===== src/rtl/fp_pkg.sv =====
// Shared FP definitions: exception flag struct, exponent constants, field helpers.
package fp_pkg;

    localparam logic [7:0] EXP_MAX  = 8'hFF;
    localparam logic [7:0] EXP_ZERO = 8'h00;

    // Flag order is {NV,OF,UF,ZR}, so nv is the MSB of the packed value.
    typedef struct packed {
        logic nv;
        logic of;
        logic uf;
        logic zr;
    } fp_flags_t;

    function automatic logic fp_sign(input logic [31:0] v);
        return v[31];
    endfunction

    function automatic logic [7:0] fp_exp(input logic [31:0] v);
        return v[30:23];
    endfunction

    function automatic logic [22:0] fp_man(input logic [31:0] v);
        return v[22:0];
    endfunction

endpackage


===== src/rtl/fp_result_classify.sv =====
// Combinational IEEE-754 single-precision result classifier.
// Produces at most one flag; an infinite result from an infinite operand is not an overflow.
module fp_result_classify
    import fp_pkg::*;
(
    input  logic [31:0] result,
    input  logic [31:0] a,
    input  logic [31:0] b,
    output fp_flags_t   flags
);

    logic       res_exp_max;
    logic       res_exp_zero;
    logic       res_man_zero;
    logic       op_inf_nan;

    assign res_exp_max  = (fp_exp(result) == EXP_MAX);
    assign res_exp_zero = (fp_exp(result) == EXP_ZERO);
    assign res_man_zero = (fp_man(result) == 23'd0);
    assign op_inf_nan   = (fp_exp(a) == EXP_MAX) || (fp_exp(b) == EXP_MAX);

    // Decode exponent/mantissa classes into the four exception flags.
    always_comb begin
        flags    = '0;
        flags.nv = res_exp_max  && !res_man_zero;
        flags.of = res_exp_max  &&  res_man_zero && !op_inf_nan;
        flags.uf = res_exp_zero && !res_man_zero;
        flags.zr = res_exp_zero &&  res_man_zero;
    end

endmodule


===== src/rtl/fp_result_queue.sv =====
// Output queue after the FP adder pack stage: classifies each accepted result,
// buffers {result, flags} in a DEPTH-entry FIFO and keeps sticky exception status.
module fp_result_queue
    import fp_pkg::*;
#(
    parameter int DEPTH = 4,
    parameter int CNT_W = $clog2(DEPTH) + 1
) (
    input  logic             clk,
    input  logic             reset,
    input  logic             in_valid,
    output logic             in_ready,
    input  logic [31:0]      in_result,
    input  logic [31:0]      in_a,
    input  logic [31:0]      in_b,
    output logic             out_valid,
    input  logic             out_ready,
    output logic [31:0]      out_result,
    output logic [3:0]       out_flags,
    output logic [3:0]       sticky_flags,
    input  logic             clear_flags,
    output logic [CNT_W-1:0] count
);

    localparam int PTR_W = $clog2(DEPTH);

    fp_flags_t             in_flags;
    logic                  push;
    logic                  pop;

    logic [31:0]           result_mem_q [DEPTH];
    logic [31:0]           result_mem_d [DEPTH];
    fp_flags_t             flags_mem_q  [DEPTH];
    fp_flags_t             flags_mem_d  [DEPTH];
    logic [PTR_W-1:0]      wr_ptr_q, wr_ptr_d;
    logic [PTR_W-1:0]      rd_ptr_q, rd_ptr_d;
    logic [CNT_W-1:0]      count_q,  count_d;
    fp_flags_t             sticky_q, sticky_d;

    fp_result_classify u_classify (
        .result (in_result),
        .a      (in_a),
        .b      (in_b),
        .flags  (in_flags)
    );

    // Handshake is derived purely from registered occupancy: no full pass-through, no empty bypass.
    assign in_ready     = (count_q != CNT_W'(DEPTH));
    assign out_valid    = (count_q != '0);
    assign push         = in_valid && in_ready;
    assign pop          = out_valid && out_ready;
    assign out_result   = result_mem_q[rd_ptr_q];
    assign out_flags    = flags_mem_q[rd_ptr_q];
    assign sticky_flags = sticky_q;
    assign count        = count_q;

    // Next-state for storage, pointers, occupancy and sticky status.
    always_comb begin
        result_mem_d = result_mem_q;
        flags_mem_d  = flags_mem_q;
        wr_ptr_d     = wr_ptr_q;
        rd_ptr_d     = rd_ptr_q;
        count_d      = count_q;
        sticky_d     = sticky_q;

        if (push) begin
            result_mem_d[wr_ptr_q] = in_result;
            flags_mem_d[wr_ptr_q]  = in_flags;
            wr_ptr_d               = wr_ptr_q + 1'b1;
        end
        if (pop) begin
            rd_ptr_d = rd_ptr_q + 1'b1;
        end

        if (push && !pop) begin
            count_d = count_q + 1'b1;
        end else if (pop && !push) begin
            count_d = count_q - 1'b1;
        end

        // A clear in the same cycle as a push keeps only the new entry's flags.
        if (clear_flags && push) begin
            sticky_d = in_flags;
        end else if (clear_flags) begin
            sticky_d = '0;
        end else if (push) begin
            sticky_d = sticky_q | in_flags;
        end
    end

    // Control state register with synchronous reset that overrides any push/pop/clear.
    always_ff @(posedge clk) begin
        if (reset) begin
            wr_ptr_q <= '0;
            rd_ptr_q <= '0;
            count_q  <= '0;
            sticky_q <= '0;
        end else begin
            wr_ptr_q <= wr_ptr_d;
            rd_ptr_q <= rd_ptr_d;
            count_q  <= count_d;
            sticky_q <= sticky_d;
        end
    end

    // Entry storage needs no reset: contents are only observed while out_valid is high.
    always_ff @(posedge clk) begin
        result_mem_q <= result_mem_d;
        flags_mem_q  <= flags_mem_d;
    end

endmodule


===== config.mk =====
export PLATFORM = sky130hd
export DESIGN_NAME = fp_result_queue
export DESIGN_NICKNAME = d
export VERILOG_FILES = /design/src/rtl/fp_pkg.sv /design/src/rtl/fp_result_classify.sv /design/src/rtl/fp_result_queue.sv
export SDC_FILE = /design/constraint.sdc
export NUM_CORES = 1
export LEC_CHECK = 0
export CAP_MARGIN = 5
export CORE_AREA = 2 2 141 177
export CTS_CLUSTER_SIZE = 16
export DETAILED_ROUTE_END_ITERATION = 8
export DIE_AREA = 0 0 143 179
export PLACE_DENSITY = 0.56
export SYNTH_ARGS = -nofsm -noshare
export SYNTH_HDL_FRONTEND = slang
export SYNTH_SLANG_ARGS = --single-unit

===== constraint.sdc =====
create_clock -name clk -period 2.2 [get_ports clk]
set_input_delay 0.44 -clock clk [delete_from_list [all_inputs] [get_ports clk]]
set_output_delay 0.44 -clock clk [all_outputs]
set_load 0.02 [all_outputs]

# Yosys cells after proc, flatten, opt, wreduce, memory -nomap -nowiden
# Cells that the tools add are included.
# totals
regBits,155
output_inout_bits,45
elab_cells,79
# classes
add_sub_neg,4
order_cmp,3
n_eq_ne,4
mux,17
n_bitwise,3
n_reduce_logical,21
# ops
operator,count
$bwmux W128,1
$mux W32,3
$bmux W32 S2,1
$demux W32 S2,1
$eq A8 B8 Y1 const B,3
$mux W4,6
$logic_not A23 Y1,1
$bwmux W16,1
$logic_and A1 B1 Y1,11
$bmux W4 S2,1
$demux W4 S2,1
$logic_not A8 Y1,1
$ge A3 B3 Y1 const B,2
$mux W3,2
$not A2 Y3,2
$reduce_bool A3 Y1,2
$add A2 B1 Y2 const B,2
$logic_not A1 Y1,4
$or A4 B4 Y4,1
$add A3 B1 Y3 const B,1
$lt A3 B1 Y1 const B,1
$ne A3 B3 Y1 const B,1
$sub A3 B1 Y3 const B,1
$reduce_bool A2 Y1,1
$logic_or A1 B1 Y1,1

# Longest topological paths before layout
# Gate-level depths: netlist (run 1).
# depth
ltp_word,8
depth_mapped,8

# Hierarchy
# Synthesis (run 1) repeated with hierarchy kept, for this count alone.
# unflattened
cells_unflattened,274
hier_area_um2,5910.7
# by_module_without_submodules
module,n_inst,cells_each,area_per_inst_um2
fp_result_queue,1,249,5768.0
fp_result_classify,1,25,142.6

# Worst setup path before layout (run 1)
# Ideal clock, no wire load.
# synth_timing
kind,register to register
startpoint,register count_q[0] (netlist: count[0])
endpoint,register count_q[2] (netlist: count[2])
setup_time_ns,0.071
arrival_time_ns,2.225
setup_slack_ns,-0.096
path_stages_with_launch,9
synth_period_minus_slack_ns,2.296
cell_sequence,dfxtp_1 > or3_1 > nand2_1 > ha_1 > inv_1 > fa_1 > xor2_1 > or3_1 > a21oi_1
# synth_between
elab_chain_cells,5
# synth_rtl
item,line,rtl
start: declaration,fp_result_queue.sv:37,"logic [CNT_W-1:0] count_q, count_d;"
start signal: assignment,fp_result_queue.sv:101,count_q <= count_d;
$reduce_bool A3 Y1 *,fp_result_queue.sv:49,assign out_valid = (count_q != '0);
via out_valid,fp_result_queue.sv:16,"output logic out_valid,"
$logic_and A1 B1 Y1 *,fp_result_queue.sv:51,assign pop = out_valid && out_ready;
$logic_not A1 Y1,fp_result_queue.sv:75,if (push && !pop) begin
$logic_and A1 B1 Y1,fp_result_queue.sv:75,
$mux W3 / $reduce_bool A2 Y1 (equally long branches),--,
# The timed path passes the listed nets; every way through them passes the cells marked *. The select of a mux whose other input is x is not followed.
# A chain may end at the register's enable or synchronous reset.

# Final worst setup path (run 1)
# layout_timing
startpoint,register rd_ptr_q[0]
endpoint,output out_result[0]
# layout_between
elab_chain_cells,4
# layout_rtl
item,line,rtl
start: declaration,fp_result_queue.sv:36,"logic [PTR_W-1:0] rd_ptr_q, rd_ptr_d;"
start signal: assignment,fp_result_queue.sv:100,rd_ptr_q <= rd_ptr_d;
$not A2 Y3 (not written as such),fp_result_queue.sv:52,assign out_result = result_mem_q[rd_ptr_q];
$bmux W32 S2,fp_result_queue.sv:52,
$mux W32 (not written as such) (2 in series),fp_result_queue.sv:52,
end: declaration,fp_result_queue.sv:18,"output logic [31:0] out_result,"
# No other way between the ends. The select of a mux whose other input is x is not followed.

==> flow_summary.ini, run 1 <==
[cts]
cts_buffers = 17
worstSkewPairLatency_ns = 0.42
cts_max_level = 4
clock_sinks = 155
cts_buffer_depth = 2
clk_pin_slew_ns = 0.06
cts-root-buf = clkbuf_16
cts_tree = done

[pwr]
p_seq_share_pct = 38.1
p_per_area_mw_per_mm2 = 1150
p_int_mw = 7.01
vdd_drop_max_v = 0.000588
clockPowerShare_pct = 30.7
switching_share_pct = 28.4
combPwrFrac_pct = 31.2
p_leak_nw = 2.82
p_sw_mw = 2.78
total_power_mw = 9.79

[detailed_routing]
drc = 0
drt_iter0_drc = 127
antenna_left = 0
via_per_inst = 4.16
routedWlPerCell_um = 17.4
num_vias = 3241
wl_mm = 13.6
firstDrtPassIters = 4

[placement]
routabilityCongestion = 0.715
dp_hpwl_mm = 8.92
place_area_mm2 = 0.00776
io_buffers = 97

[timing]
final-hold-violation-count = 0
worst_slack_ns = -0.0213
finalCriticalPeriod_ns = 2.22
slew_violations = 0
maxSlewHeadroom_pct = 78.3
setup_viol = 8
fin_skew_ns = 0.00930
period_share_pct = 101
tightestPinTransition_ns = 0.323
rsz0062_at_grt = true
max_freq_mhz = 450

[yosys]
synth_nets = 381
syn_area_mm2 = 0.00587
yosysUniqueCellTypes = 30
yosysTopAreaCell = edfxtp_1
synth_seq_cells = 155
seq_area_frac_synth_pct = 77.5
syn_inst = 274
syn_area_per_cell_um2 = 21.4
yosys_warnings = 0
synth.area.top_cells = edfxtp_1, mux4_2, dfxtp_1, ha_1, nor2_1
yosys.area.top_type_share_pct = 73.7

[min_path]
hp-class = flop to flop
hold_start = sticky_flags[2]
holdPathEnd = sticky_flags[2]
hold_depth = 2

[setup_path]
reg2reg_from = count[0]
cp.required_ns = 1.76
cp.arrival_ns = 1.78
crit_path_end_kind = output port
path_class = flop to output port
worstPathMaxFanout = 5
rrSetupSlack_ns = 0.10
critPathLaunchType = flop
r2r-end = count[2]
worst-r2r-cell-count = 8

[layout]
seqCellArea_mm2 = 0.00456
post-route-util_pct = 35.2
layout-area-overhead-vs-synth_pct = 44.6
final_area_mm2 = 0.00848
layout_common_cells = edfxtp_1, clkdlybuf4s50_1, buf_4
final_common_cell = edfxtp_1
fillers = 2246
nNetsFinal = 544
multi_input_area_mm2 = 0.00130
drive_above_1_share_pct = 39.6

[floorplanning]
core_mm2 = 0.0241
die-area_mm2 = 0.0256
initial_core_util_pct = 24.3
rows = 64
die_x_um = 143
die-height_um = 179
ios = 146

[status]
violations = setup timing
status = finished, violations left

[global_routing]
grt_max_degree = 24
grt_pass1_vias = 3589
grt_overflow = 0
track_usage_pct = 11.0
grt_first_pass_wirelength_mm = 20.2
antenna_found_initial = 1

[run]
maxCapViolCount = 0
cells by family after synthesis:
group                    count (synthesis)  synth area share [%]
AO/OA/AOI/OAI                            6                 0.682
XOR/XNOR                                 5                 0.746
adder cells (fa/ha/maj)                  6                  1.41
buffers and inverters                   16                  1.09
flip-flops                             155                  77.5
multiplexers                            38                  14.2
AND/OR/NAND/NOR                         48                  4.46
power groups by stage:
| stage | Clock (mW) | Sequential [mW] | Combinational (mW) |
|---|---|---|---|
| CTS | 3.09 | 3.72 | 3.03 |
| global route | 3.21 | 3.76 | 3.27 |
| global placement | 0 | 3.74 | 2.89 |
| finish | 3.00 | 3.73 | 3.06 |
| floorplan | 0 | 3.73 | 1.51 |
| detailed placement | 0 | 3.77 | 2.93 |
per-stage QoR:
step                hold WS [ns]  setup TNS (ns)  instances  worst slack (ns)
floorplan                  0.514         -0.0956        274           -0.0956
global placement           0.457           -4.20        744            -0.424
finish                     0.474         -0.0657        780           -0.0213
detailed placement         0.461           -4.54        744            -0.424
global route               0.502           -1.06        779           -0.0929
CTS                        0.477           -1.19        781           -0.0823
layer usage:
layer  vias to the layer above  part of all wire [%]  global-route usage (%)
li1                       1469                     -                       -
met1                      1674                    41                    13.0
met2                        83                    52                    19.1
met3                        15                   4.7                    2.96
met4                         0                   1.5                    4.33
met5                         -                     0                       0
final cells by class:
type | instances | area share, %
Clock inverter | 14 | 2.15
Multi-Input combinational cell | 103 | 15.4
Inverter | 7 | 0.310
Tap cell | 330 | 4.87
Timing Repair Buffer | 153 | 18.6
Sequential cell | 155 | 53.7
Clock buffer | 17 | 5.01
Antenna cell | 1 | 0.0295
synthesized netlist by cell type (all sizes together):
library cell  count
inv               7
nand3             1
or2               1
ha                5
nor3b             1
nor2             14
o31ai             1
buf               6
or4               3
nor4b             1
nand4             7
and2              4
dfxtp            11
a21oi             1
nor3              2
mux4             36
xor2              4
nor4              7
or3               2
nand2             4
fa                1
o32ai             2
edfxtp          144
or3b              1
mux2i             2
o21ai             2
clkbuf            3
xnor2             1
flip-flops by register name, summed over array words and instances, names as in the netlist:
| name | flops |
|---|---|
| count | 3 |
| flags_mem_q | 16 |
| rd_ptr_q | 2 |
| result_mem_q | 128 |
| sticky_flags | 4 |
| wr_ptr_q | 2 |
critical path: stages (launching register included):
cell	delay (ns)
dfxtp_4	0.41
buf_8	0.14
buf_16	0.13
mux4_2	0.53
buf_6	0.15
worst max path at each step:
stage,startpoint,end,slack [ns],cells past startpoint
CTS,rd_ptr_q[0],out_result[0],-0.08,4
global route,rd_ptr_q[0],out_result[0],-0.09,4
detailed placement,in_result[18],flags_mem_q[2],-0.42,7
floorplan,count[0],count[2],-0.1,8
finish,rd_ptr_q[0],out_result[0],-0.02,4
global placement,in_result[18],flags_mem_q[6],-0.42,7
what timing repair did:
action                                  4_1_cts  5_1_grt
gates cloned                                  3        0
buffers inserted                              3        0
hold buffers                                  0        0
endpoints found under the setup margin       42       38
endpoints found under the hold margin         0        0
pin swaps                                     0        1
gates resized for setup                     178       41
No activity file was read; power rests on OpenSTA's default activity.
==> run 2: changes to the inputs <==
Settings changed: SKIP_LAST_GASP set to 1.
==> run 2 against run 1 <==
The flow still finishes with violations (setup timing). Largest power group unchanged. Utilization about the same. Total power down 0.45%. Fmax about the same. Cell count up 0.13%.
==> flow_summary.ini, run 2 (same netlist as run 1, synthesis figures left out) <==
[pwr]
p_seq_share_pct = 38.2
vdd_drop_max_v = 0.000592
combPwrFrac_pct = 30.9
p_leak_nw = 2.81
clockPowerShare_pct = 30.8
p_per_area_mw_per_mm2 = 1150
p_int_mw = 6.97
switching_share_pct = 28.4
p_sw_mw = 2.77

[setup_path]
critPathLaunchType = flop
slowest_stage = mux4_2
worstPathMaxFanout = 5
cp.required_ns = 1.76
crit_path_end_kind = output port
cp.arrival_ns = 1.78
max_stage_delay_ns = 0.53
path_class = flop to output port
crit_chain = buf_8 > buf_16 > mux4_2 > buf_6
rrSetupSlack_ns = 0.10

[cts]
cts_buffer_depth = 2
cts_buffers = 17
cts_hold_buf = 0
cts_max_level = 4
clk_pin_slew_ns = 0.07
clock_sinks = 155
worstSkewPairLatency_ns = 0.42
cts_tree = done
cts-root-buf = clkbuf_16

[detailed_routing]
antenna_left = 0
drc = 0
routedWlPerCell_um = 17.5
wl_mm = 13.6
firstDrtPassIters = 4
num_vias = 3245
drt_iter0_drc = 137
via_per_inst = 4.15

[timing]
final-hold-violation-count = 0
fin_skew_ns = 0.00955
max_freq_mhz = 450
tightestPinTransition_ns = 0.323
timing.hold.ws_ns = 0.477
maxSlewHeadroom_pct = 78.3
finalCriticalPeriod_ns = 2.22
tns_ns = -0.123
slew_violations = 0
period_share_pct = 101
setup_viol = 16
rsz0062_at_grt = true
worst_slack_ns = -0.0232

[placement]
routabilityCongestion = 0.715
place_area_mm2 = 0.00776
io_buffers = 97
dp_hpwl_mm = 8.92

[floorplanning]
rows = 64
die-height_um = 179
ios = 146
core_mm2 = 0.0241
die_x_um = 143
initial_core_util_pct = 24.3
die-area_mm2 = 0.0256

[layout]
drive_above_1_share_pct = 39.3
largest_register_ff_count = 128
layout-area-overhead-vs-synth_pct = 44.5
layout_common_cells = edfxtp_1, clkdlybuf4s50_1, buf_4
final_common_cell = edfxtp_1
nNetsFinal = 545
fillers = 2247
final_area_mm2 = 0.00848
largest-register = result_mem_q

[global_routing]
grt_first_pass_wirelength_mm = 20.2
antenna_found_initial = 1
grt_max_degree = 24
track_usage_pct = 11.0
grt_pass1_vias = 3593
grt_overflow = 0

[run]
maxCapViolCount = 0

[status]
status = finished, violations left
violations = setup timing

[min_path]
hp-class = flop to flop
## run 2: cell count changes in the layout (fill, tap and decap cells not counted), sizes merged
| cell | change |
|---|---|
| clkbuf | +2 |
| clkdlybuf4s15 | +6 |
| buf | -7 |
## run 2: critical path, delay by kind of cell (launching register included)
family,cells,cell delay (ns)
mux,1,0.53
flops,1,0.41
buf+inv,3,0.42
## run 2: layer usage
metal  wire length [um]  GRT usage (%)  up-vias
met5                  0              0        -
met3                636           2.96       14
met2               7110           19.1       86
met1               5670           13.0     1676
met4                210           4.33        0
li1                   -              -     1469
## run 2: worst paths after layout
path	to	depth (start not counted)	start
min	sticky_flags[2]	2	sticky_flags[2]
min reg2reg	sticky_flags[2]	2	sticky_flags[2]
max reg2reg	count[2]	8	count[0]
max	out_result[0]	4	rd_ptr_q[0]
## run 2: per-stage QoR
stage	cells	total power [mW]	worst slack, ns	utilization (%)
finish	781	9.74	-0.0232	35.2
global route	780	10.2	-0.100	35.2
CTS	781	9.86	-0.121	35.0
global placement	744	6.63	-0.424	32.2
floorplan	274	5.24	-0.0956	-
detailed placement	744	6.70	-0.424	32.2
## run 2: repair_timing
item	4_1_cts	5_1_grt
setup buffers	3	1
pin swaps	0	1
gates cloned	3	0
resized for setup	159	36
setup endpoints to repair	42	45
## run 2: final cells by class
type | count | area [um2] | share of cell area (%)
Inverter | 7 | 26.3 | 0.310
Antenna cell | 1 | 2.50 | 0.0295
Timing Repair Buffer | 154 | 1580 | 18.6
Tap cell | 330 | 413 | 4.87
Clock buffer | 17 | 425 | 5.02
Clock inverter | 14 | 183 | 2.15
Sequential cell | 155 | 4550 | 53.7
Multi-Input combinational cell | 103 | 1300 | 15.3
## run 2: power groups by stage
stage          registers [mW]  logic (mW)  clock network, mW
6_report                 3.72        3.01               3.00
5_1_grt                  3.76        3.23               3.21
4_1_cts                  3.72        3.05               3.09
3_5_place_dp             3.77        2.93                  0
3_3_place_gp             3.74        2.89                  0
2_1_floorplan            3.73        1.51                  0
==> run 3: changes to the inputs <==
Settings changed: CORE_AREA 2 2 141 177 to 2 2 157 159, DIE_AREA 0 0 143 179 to 0 0 159 161.
==> run 3 against run 2 <==
Count of clock-buffer cells in the layout increased by 7. First-iteration DRC count increased by 58%. Total power fell by 2.0%. Utilization increased by 0.25 points. Critical endpoint is now out_result[9]. Critical path depth unchanged. The flow still finishes with violations (setup timing). Highest routed layer unchanged. Clock power decreased by 12%. Design area rose by 0.13%. Combinational power is 6% higher. Sequential power about the same.
==> flow_summary.ini, run 3 (same netlist as run 1, synthesis figures left out) <==
[timing]
maxSlewHeadroom_pct = 69.7
rsz0062_at_grt = true
tightestPinTransition_ns = 0.451
period_share_pct = 103
slew_violations = 0
fin_skew_ns = 0.0117
finalCriticalPeriod_ns = 2.26
max_freq_mhz = 443
final-hold-violation-count = 0
tns_ns = -0.247
worst_slack_ns = -0.0550
setup_viol = 5

[detailed_routing]
wl_mm = 13.6
firstDrtPassIters = 4
drt_iter0_drc = 217
num_vias = 3256
drc = 0
routedWlPerCell_um = 17.4
antenna_left = 0
via_per_inst = 4.17

[setup_path]
path_class = flop to output port
crit_path_end_kind = output port
critPathLaunchType = flop
startpoint = rd_ptr_q[0]
cp.required_ns = 1.76
reg2reg_from = count[2]
cp.arrival_ns = 1.82
worstPathMaxFanout = 7

[min_path]
hp-class = input port to flop
hold_start = in_result[16]

[layout]
largest_register_ff_count = 128
layout-area-overhead-vs-synth_pct = 44.7
largest-register = result_mem_q
nNetsFinal = 550
n_antenna_cell = 0
layout_common_cells = edfxtp_1, clkdlybuf4s50_1, buf_4
final_common_cell = edfxtp_1
drive_above_1_share_pct = 39.0

[cts]
clk_pin_slew_ns = 0.06
cts_buffer_depth = 2
cts-root-buf = clkbuf_16
cts_tree = done
cts_buffers = 17
worstSkewPairLatency_ns = 0.41
cts_hold_buf = 0
clock_sinks = 155
cts_max_level = 4

[floorplanning]
core_mm2 = 0.0240
die-area_mm2 = 0.0256
rows = 57
initial_core_util_pct = 24.5
die_x_um = 159
ios = 146
die-height_um = 161

[placement]
dp_hpwl_mm = 9.06
routabilityCongestion = 0.699
dpl_worst_slack_ns = -0.404
io_buffers = 97

[global_routing]
antenna_found_initial = 0
track_usage_pct = 10.8
grt_pass1_vias = 3572
grt_first_pass_wirelength_mm = 20.6
grt_max_degree = 24
grt_overflow = 0

[pwr]
vdd_drop_max_v = 0.000390
p_per_area_mw_per_mm2 = 1120
p_leak_nw = 2.86

[run]
maxCapViolCount = 0

[status]
violations = setup timing
status = finished, violations left
==> run 3: changes by cell type in the layout (fill, tap and decap cells not counted), moves of 3 or more <==
cell and change:
clkdlybuf4s15_2 -6, buf_6 +12, clkdlybuf4s50_1 -3, inv_4 +4
clkinvlp_4 -3, clkbuf_1 +5, buf_4 +3, buf_2 -5
bufinv_16 -3, inv_6 -4
==> run 3: critical path, stage by stage, from the launching register on <==
cell and delay, ns:
dfxtp_4 0.46, buf_6 0.15, buf_16 0.12, mux4_2 0.51, buf_6 0.15
==> run 3: timing repair <==
item                                    CTS  global route
buffers inserted                          1             2
endpoints found under the setup margin   38            41
gates cloned                              1             2
gates resized for setup                 107           118
==> run 3: path summary, 6_finish.rpt <==
check                     endpoint  slack (ns)  cells past startpoint
setup / recovery     out_result[9]       -0.06                      4
hold / removal    result_mem_q[16]        0.37                      1
setup reg to reg          count[2]        0.07                      8
hold reg to reg    sticky_flags[2]        0.47                      2
==> run 3: area by class of cell <==
cell class                      count  area [um2]
Timing Repair Buffer              159        1690
Tap cell                          324         405
Fill cell                        2285       15500
Sequential cell                   155        4550
Inverter                            7        26.3
Clock buffer                       24         472
Clock inverter                      8        56.3
Multi-Input combinational cell    103        1290
==> run 3: report_power, final <==
| part | leakage [nW] | internal [mW] | switching [mW] | total [mW] |
|---|---|---|---|---|
| registers | 1.41 | 3.59 | 0.131 | 3.72 |
| clock network | 0.265 | 1.51 | 1.11 | 2.63 |
| logic | 1.18 | 1.72 | 1.48 | 3.20 |
| total | 2.86 | 6.83 | 2.72 | 9.55 |
==> run 3: metal layers <==
layer	track usage [%]	part of all wire, %
met5	0	0
met1	13.0	43
met2	18.6	51
met3	3.47	5.1
met4	3.35	0.77
==> run 3: per-stage QoR <==
| stage | hold slack, ns | instances | util, % | total power, mW | instance area, um2 |
|---|---|---|---|---|---|
| detailed placement | 0.458 | 742 | 32.6 | 6.76 | 7810 |
| finish | 0.374 | 780 | 35.4 | 9.55 | 8490 |
| CTS | 0.477 | 776 | 34.7 | 9.28 | 8320 |
| global placement | 0.463 | 742 | 32.6 | 6.70 | 7810 |
| global route | 0.371 | 780 | 35.4 | 9.96 | 8490 |
| floorplan | 0.514 | 274 | - | 5.24 | 5870 |
